[src/rtl/piso_serializer.sv]
// Parallel-in, serial-out transmitter: takes a WIDTH-bit word over valid/ready and shifts it out MSB first.
// Optional macro PISO_PARITY_EN appends an even-parity bit after the data bits (PARITY state).
//
//   state  | meaning
//   IDLE   | no frame in progress, ready for a word
//   SHIFT  | data bits on ser_out, MSB first, counter counts down to 0
//   PARITY | (PISO_PARITY_EN only) parity bit on ser_out, final bit of frame
module piso_serializer #(
    parameter int WIDTH = 4
) (
    input  logic             clk,
    input  logic             rst,
    input  logic [WIDTH-1:0] in_data,
    input  logic             in_valid,
    output logic             in_ready,
    output logic             ser_out,
    output logic             ser_valid,
    output logic             ser_last,
    output logic             busy
);

    localparam int CNT_W = $clog2(WIDTH + 1);
    localparam logic [CNT_W-1:0] CNT_LOAD = CNT_W'(WIDTH - 1);

`ifdef PISO_PARITY_EN
    typedef enum logic [1:0] {IDLE, SHIFT, PARITY} state_t;
    logic par;
`else
    typedef enum logic [0:0] {IDLE, SHIFT} state_t;
`endif

    state_t           state;
    state_t           state_nxt;
    logic [WIDTH-1:0] sreg;
    logic [CNT_W-1:0] cnt;
    logic             cnt_zero;
    logic             xfer;

    assign cnt_zero = (cnt == '0);
    assign xfer     = in_valid && in_ready;

    always_ff @(posedge clk) begin
        if (rst) begin
            state <= IDLE;
            sreg  <= '0;
            cnt   <= '0;
`ifdef PISO_PARITY_EN
            par   <= 1'b0;
`endif
        end else begin
            state <= state_nxt;
            if (xfer) begin
                sreg <= in_data;
                cnt  <= CNT_LOAD;
`ifdef PISO_PARITY_EN
                par  <= ^in_data;
`endif
            end else if (state == SHIFT) begin
                sreg <= {sreg[WIDTH-2:0], 1'b0};
                if (!cnt_zero) cnt <= cnt - 1'b1;
            end
        end
    end

    always_comb begin
        state_nxt = state;
        case (state)
            IDLE:  if (xfer) state_nxt = SHIFT;
            SHIFT: begin
                if (cnt_zero) begin
`ifdef PISO_PARITY_EN
                    state_nxt = PARITY;
`else
                    state_nxt = xfer ? SHIFT : IDLE;
`endif
                end
            end
`ifdef PISO_PARITY_EN
            PARITY: state_nxt = xfer ? SHIFT : IDLE;
`endif
            default: state_nxt = IDLE;
        endcase
    end

    // Outputs depend only on registered state, so in_valid/in_data never reach the serial side combinationally.
    always_comb begin
        in_ready  = 1'b0;
        ser_out   = 1'b0;
        ser_valid = 1'b0;
        ser_last  = 1'b0;
        busy      = 1'b0;
        case (state)
            IDLE: in_ready = 1'b1;
            SHIFT: begin
                ser_out   = sreg[WIDTH-1];
                ser_valid = 1'b1;
                busy      = 1'b1;
`ifndef PISO_PARITY_EN
                ser_last  = cnt_zero;
                in_ready  = cnt_zero;
`endif
            end
`ifdef PISO_PARITY_EN
            PARITY: begin
                ser_out   = par;
                ser_valid = 1'b1;
                ser_last  = 1'b1;
                busy      = 1'b1;
                in_ready  = 1'b1;
            end
`endif
            default: ;
        endcase
    end

endmodule

[config.mk]
export PLATFORM = sky130hd
export DESIGN_NAME = piso_serializer
export DESIGN_NICKNAME = d
export VERILOG_FILES = /design/src/rtl/piso_serializer.sv
export SDC_FILE = /design/constraint.sdc
export NUM_CORES = 1
export LEC_CHECK = 0
export BUFFER_PORTS_ARGS = -buffer_cell sky130_fd_sc_hd__buf_2
export CAP_MARGIN = 10
export CORE_AREA = 2 2 39 41
export DETAILED_ROUTE_END_ITERATION = 12
export DIE_AREA = 0 0 41 43
export SYNTH_ARGS = -nofsm -noshare
export SYNTH_HDL_FRONTEND = slang
export SYNTH_SLANG_ARGS = --single-unit
[constraint.sdc]
create_clock -name clk -period 2.6 [get_ports clk]
set_input_delay 0.52 -clock clk [delete_from_list [all_inputs] [get_ports clk]]
set_output_delay 0.52 -clock clk [all_outputs]
set_load 0.005 [all_outputs]
==> summary.txt, run 1 <==
Die
  • Io pins: 12
  • Die W: slightly above 40 µm
  • Die area: between 0.0015 and 0.002 mm²
  • Die Span Y: between 40 and 50 µm
  • Placeable Area: 0.00138 mm²
  • Std cell rows: 14
  • Starting Density: 0.296

Layout
  • Area Overhead vs Synth: 19.0%
  • Share of layout cells above drive strength 1: 0.259
  • N_diodes: 0
  • Nets: between 60 and 70
  • Commonest non-fill, non-tap cell in the layout: buf_2
  • Most frequent cells in the layout: 11 x buf_2, 8 x dfxtp_1, 5 x o211ai_1

Power
  • Clock Power Share: 0.336
  • Total design power: ~300 µW
  • Switching share of total power: 0.286
  • P_sw: 83.4 µW
  • Flop pwr share: 0.484
  • Leak Pwr: between 0.0002 and 0.00025 µW
  • P_int: roughly 210 µW
  • PD cells: 600 mW/mm²
  • Peak VDD IR: ~230 µV
  • Combinational share of power: 0.180

Setup path
  • Cell count of the worst reg-to-reg path: 3
  • Critical Path AT: between 1 and 1.5 ns
  • Startpoint Class: register
  • R2r setup slk: about 1.2 ns
  • Max FO, Critical Path: 7
  • Crit path capture: in_ready
  • Critical Path End Type: output port
  • Critical Path RT: roughly 2.1 ns
  • Crit Path Category: reg2out
  • Critical R2R Launch: state$_SDFF_PP0_
  • Crit path launch: cnt[0]$_SDFFE_PP0P_
  • Reg-to-reg endpoint: cnt[2]$_SDFFE_PP0P_

Yosys
  • Mapped Nets: 57
  • Mapped Area: just over 400 µm²
  • Syn_area_per_cell: about 8.5 µm²
  • Synth Register Bits: 8
  • Yosys top cell by area: dfxtp_1
  • Sequential fraction of the synthesis area: 0.391
  • Synth top area share: 0.391
  • Synth area leaders: dfxtp_1 39%, o211ai_1 9.2%, ha_1 6.1%
  • Synth cell types: 24
  • Ys Warns: 0
  • Synth Instances: 48

Status
  • Outcome: completed

STA
  • Final period util: 0.741
  • Worst Skew: between 0.004 and 0.005 ns
  • Unrepaired setup endpoints after global routing: false
  • Final hold violations: 0
  • Fin. max-slew vios: 0
  • Max Fclk: 519 MHz
  • Slew @ Worst Pin: between 0.4 and 0.5 ns
  • Min Tclk post-route: around 1.9 ns
  • # setup viols final: 0
  • Setup TNS: 0 ns
  • Slew HR: 0.701

Clocking
  • CTS Sinks: 8
  • Number of CTS-inserted buffers: 3
  • Root buf cell: clkbuf_4
  • CTS tree: built
  • CTS resizes: 0
  • Post CTS Setup Buffer Count: 0
  • # H-tree levels: 1
  • Clk slew on worst S/H paths: 0.06 ns
  • Clock Path Buffers: 2
  • Clk Latency, worst-skew pair: around 0.26 ns
  • Hold_buf cts: 0

Detailed routing
  • Total number of vias: 372
  • DR pass1 iterations: 4
  • Post-DR wirelength/cell: between 10 and 15 µm
  • DRC errors left: 0
  • DR vias/cell: between 5 and 6
  • Detailed Route Iter0 Violations: 8
  • DRT Wirelength: 881 µm
  • DRT antenna net count: 0

Global routing
  • GR Util All Layers: 0.120
  • Antenna violations before repair: 0
  • Largest net degree at the start of global routing: 15
  • Congestion Overflow GR: 0
  • Vias in the first global route: 336
  • First-pass GRT wire length: approximately 1400 µm

Placement
  • Gpl congestion: roughly 0.75
  • Port bufs: 11

Worst hold path
  • Worst hold path type: reg2reg

Run
  • MaxCap Viol Count: 0
-- power groups by stage --
stage / Sequential [µW] / Clock [µW] / Combinational (µW)
finish: 141 / 98.0 / 52.5
global route: 142 / 104 / 61.1
CTS: 141 / 99.6 / 52.4
detailed placement: 144 / 0 / 52.2
global placement: 143 / 0 / 52.4
floorplan: 140 / 0 / 41.0
-- sequential cells by signal (all words and copies together) (netlist names) --
register / count
sreg: 4
state: 1
cnt: 3
-- critical path: stages (launching register included) --
cell and delay, ns:
dfxtp_1 0.36, inv_1 0.07, ha_1 0.22, nand2b_1 0.21, nand2_1 0.13, buf_2 0.16
-- synth_stat cells --
| library cell | number |
|---|---|
| dfxtp_1 | 8 |
| o211ai_1 | 5 |
| nand2_1 | 4 |
| a211oi_1 | 3 |
| a21oi_1 | 3 |
| inv_1 | 3 |
| a311oi_1 | 2 |
| a31oi_1 | 2 |
| ha_1 | 2 |
| nor2b_1 | 2 |
| and2_1 | 1 |
| and3_1 | 1 |
| buf_1 | 1 |
| buf_2 | 1 |
| buf_4 | 1 |
| clkbuf_1 | 1 |
| inv_2 | 1 |
| nand2b_1 | 1 |
| nor2_1 | 1 |
| nor3_1 | 1 |
| nor3b_1 | 1 |
| nor4_1 | 1 |
| o21ai_1 | 1 |
| or4b_1 | 1 |
-- per-stage QoR --
step / hold WS, ns / utilization / instances / setup WS (ns) / cell area (µm²)
after floorplan: 0.437 / - / 48 / 1.22 / 409
after global placement: 0.453 / 0.335 / 71 / 1.01 / 464
after detailed placement: 0.458 / 0.335 / 71 / 0.974 / 464
after CTS: 0.466 / 0.352 / 74 / 0.688 / 487
after global routing: 0.492 / 0.352 / 74 / 0.536 / 487
final: 0.462 / 0.352 / 74 / 0.673 / 487
-- per-layer routing --
| layer | up-vias | share of wire | GRT usage |
|---|---|---|---|
| li1 | 196 | - | - |
| met5 | - | 0 | 0 |
| met3 | 4 | 0.069 | 0.0314 |
| met2 | 17 | 0.37 | 0.134 |
| met4 | 0 | 0.026 | 0.100 |
| met1 | 155 | 0.53 | 0.177 |
-- kinds of logic (layout without fill, tap and decap cells) --
| kind of cell | after synthesis | in the layout | share of synthesized area |
|---|---|---|---|
| and+or+nand+nor | 14 | 14 | 0.193 |
| adders and majority gates | 2 | 2 | 0.0612 |
| AOI/OAI and AO/OA | 16 | 16 | 0.269 |
| DFF | 8 | 8 | 0.391 |
| buffers and inverters | 8 | 18 | 0.0856 |
-- worst min path at each step --
stage                         start                   end  slack (ns)  cells past startpoint
2_1_floorplan  sreg[0]$_SDFFE_PP0P_  sreg[0]$_SDFFE_PP0P_        0.44                      2
3_5_place_dp   sreg[0]$_SDFFE_PP0P_  sreg[0]$_SDFFE_PP0P_        0.46                      2
6_report       sreg[0]$_SDFFE_PP0P_  sreg[0]$_SDFFE_PP0P_        0.46                      2
5_1_grt        sreg[0]$_SDFFE_PP0P_  sreg[0]$_SDFFE_PP0P_        0.49                      2
3_3_place_gp   sreg[0]$_SDFFE_PP0P_  sreg[0]$_SDFFE_PP0P_        0.45                      2
4_1_cts        sreg[0]$_SDFFE_PP0P_  sreg[0]$_SDFFE_PP0P_        0.47                      2
-- layout make-up --
class	count	area, µm²
repair buffers	11	55.1
inverters	4	15.0
well taps	16	20.0
flip-flops and latches	8	160
fillers	149	897
multi-input cells	32	214
clock buffers	3	22.5
Note: power is estimated with default switching activity, not from simulation.
==> inputs of run 2 (changes only) <==
==> constraint.sdc (replaced) <==
create_clock -name clk -period 1.75 [get_ports clk]
set_input_delay 0.35 -clock clk [delete_from_list [all_inputs] [get_ports clk]]
set_output_delay 0.35 -clock clk [all_outputs]
set_load 0.005 [all_outputs]
==> run 2 against run 1 <==
Net effect:
- total power is 51% higher
- sequential power is 45% higher
- first-iteration DRC count is 38% lower
- critical path type unchanged
==> summary.txt, run 2 (synthesis results as in run 1) <==
Status
  • Outcome: completed

Clocking
  • CTS resizes: 0 (unchanged)
  • CTS Sinks: 8 (unchanged)
  • CTS tree: built
  • Hold_buf cts: 0 (unchanged)
  • Post CTS Setup Buffer Count: 0 (unchanged)
  • Clk Latency, worst-skew pair: 0.26 ns (about the same)
  • Root buf cell: clkbuf_4
  • Number of CTS-inserted buffers: 3 (unchanged)
  • Clk slew on worst S/H paths: 0.06 ns (about the same)
  • # H-tree levels: 1 (unchanged)
  • Clock Path Buffers: 2 (unchanged)

Placement
  • Port bufs: 11 (unchanged)
  • Placement Setup Slack: 0.334 ns (-0.640 ns)
  • Gpl congestion: 0.735 (-2.5%)
  • DP HPWL: about 620 µm

STA
  • Slew @ Worst Pin: 0.257 ns (-0.190 ns)
  • PnR worst setup slack: 0.108 ns (-0.565 ns)
  • Final period util: 0.938
  • Fin. max-slew vios: 0 (unchanged)
  • Min Tclk post-route: roughly 1.6 ns
  • Slew HR: 0.828 (+0.127)
  • Worst Skew: 0.00175 ns (-0.00292 ns)
  • # setup viols final: 0 (unchanged)
  • Final hold violations: 0 (unchanged)
  • Max Fclk: 609 MHz
  • Setup TNS: 0 ns (unchanged)
  • Unrepaired setup endpoints after global routing: false

Layout
  • Fill count: 149 (unchanged)
  • Most frequent cells in the layout: 11 x buf_2, 8 x dfxtp_1, 5 x o211ai_1
  • Top Registers: sreg x4, cnt x3, state x1
  • N_diodes: 0 (unchanged)
  • Share of layout cells above drive strength 1: 0.288 (+0.0295)
  • Largest Register: sreg
  • Nets: 70 (+1.4%)
  • Max reg flops: 4 (unchanged)
  • Commonest non-fill, non-tap cell in the layout: buf_2
  • Area Overhead vs Synth: 21.4%

Die
  • Die area: 0.00176 mm² (unchanged)
  • Die Span Y: 43 µm (unchanged)
  • Die W: 41 µm (unchanged)
  • Std cell rows: 14 (unchanged)
  • Starting Density: 0.296 (unchanged)
  • Io pins: 12 (unchanged)
  • Placeable Area: 0.00138 mm² (unchanged)

Setup path
  • Slowest cell delay on critical path: 0.35 ns (about the same)
  • Cell count of the worst reg-to-reg path: 5 (+2)
  • Critical Path End Type: output port
  • Crit Path Category: reg2out
  • Startpoint Class: register
  • Critical Path AT: 1.29 ns (-0.12 ns)
  • Max FO, Critical Path: 7 (unchanged)
  • Critical Path RT: 1.40 ns (-0.68 ns)
  • R2r setup slk: 0.39 ns (-0.77 ns)
  • Critical R2R Launch: cnt[0]$_SDFFE_PP0P_
  • CP cell instances: inv_1 > ha_1 > nand2b_2 > nand2_1 > buf_2
  • Crit path max-delay family: flip-flops
  • Slowest stage cell, crit path: dfxtp_1
  • Reg-to-reg endpoint: sreg[2]$_SDFFE_PP0P_
  • Worst Path Buf+Inv: 2 (unchanged)

Worst hold path
  • Hold depth: 2 (unchanged)
  • Hold endpoint: state$_SDFF_PP0_
  • HP Start: rst
  • Worst hold path type: in2reg

Detailed routing
  • DRT Wirelength: 871 µm (-1.1%)
  • DRT antenna net count: 0 (unchanged)
  • Post-DR wirelength/cell: 11.6 µm (-2.5%)
  • Total number of vias: 374 (+0.54%)
  • DR pass1 iterations: 4 (unchanged)
  • Detailed Route Iter0 Violations: 5 (-3)
  • DRC errors left: 0 (unchanged)
  • DR vias/cell: 4.99 (-0.80%)

Global routing
  • Vias in the first global route: 335 (-0.30%)
  • Largest net degree at the start of global routing: 14 (-1)
  • Congestion Overflow GR: 0 (unchanged)
  • First-pass GRT wire length: 1320 µm (-4.6%)
  • Antenna violations before repair: 0 (unchanged)
  • GR Util All Layers: 0.119 (-0.000120)

Run
  • MaxCap Viol Count: 0 (unchanged)

Power
  • Peak VDD IR: 327 µV (+41%)
  • PD cells: 889 mW/mm² (+48%)
  • Leak Pwr: 0.000206 µW (+2.5%)
## run 2: layout make-up
cell class / instances / area (µm²) / area share
flip-flops and latches: 8 / 160 / 0.322
repair buffers: 12 / 62.6 / 0.126
multi-input cells: 32 / 216 / 0.436
well taps: 16 / 20.0 / 0.0403
inverters: 4 / 15.0 / 0.0302
clock buffers: 3 / 22.5 / 0.0453
## run 2: metrics by stage
stage / util / hold WS (ns) / instance area [µm²] / total power [µW] / instances
floorplan: - / 0.437 / 409 / 269 / 48
global placement: 0.341 / 0.453 / 472 / 293 / 72
detailed placement: 0.341 / 0.454 / 472 / 294 / 72
CTS: 0.357 / 0.356 / 494 / 444 / 75
global route: 0.359 / 0.377 / 497 / 461 / 75
finish: 0.359 / 0.361 / 497 / 442 / 75
## run 2: worst max-delay path by stage
stage	endpoint	slack [ns]	startpoint	cells past startpoint
2_1_floorplan	cnt[2]$_SDFFE_PP0P_	0.51	cnt[0]$_SDFFE_PP0P_	4
3_3_place_gp	in_ready	0.35	cnt[0]$_SDFFE_PP0P_	5
3_5_place_dp	in_ready	0.33	cnt[0]$_SDFFE_PP0P_	5
4_1_cts	in_ready	0.03	cnt[0]$_SDFFE_PP0P_	5
5_1_grt	in_ready	0.01	cnt[0]$_SDFFE_PP0P_	5
6_report	in_ready	0.11	cnt[0]$_SDFFE_PP0P_	5
## run 2: report_power, final
| group | switching [µW] | internal [µW] |
|---|---|---|
| registers | 7.86 | 197 |
| clock network | 70.7 | 79.0 |
| logic | 49.7 | 37.4 |
| total | 128 | 313 |
## run 2: routing by layer
metal / track usage / vias up / share of wire / wire (µm)
li1: - / 196 / - / -
met1: 0.148 / 163 / 0.49 / 423
met2: 0.144 / 11 / 0.40 / 351
met3: 0.0314 / 4 / 0.063 / 55
met4: 0.140 / 0 / 0.047 / 41
met5: 0 / - / 0 / 0
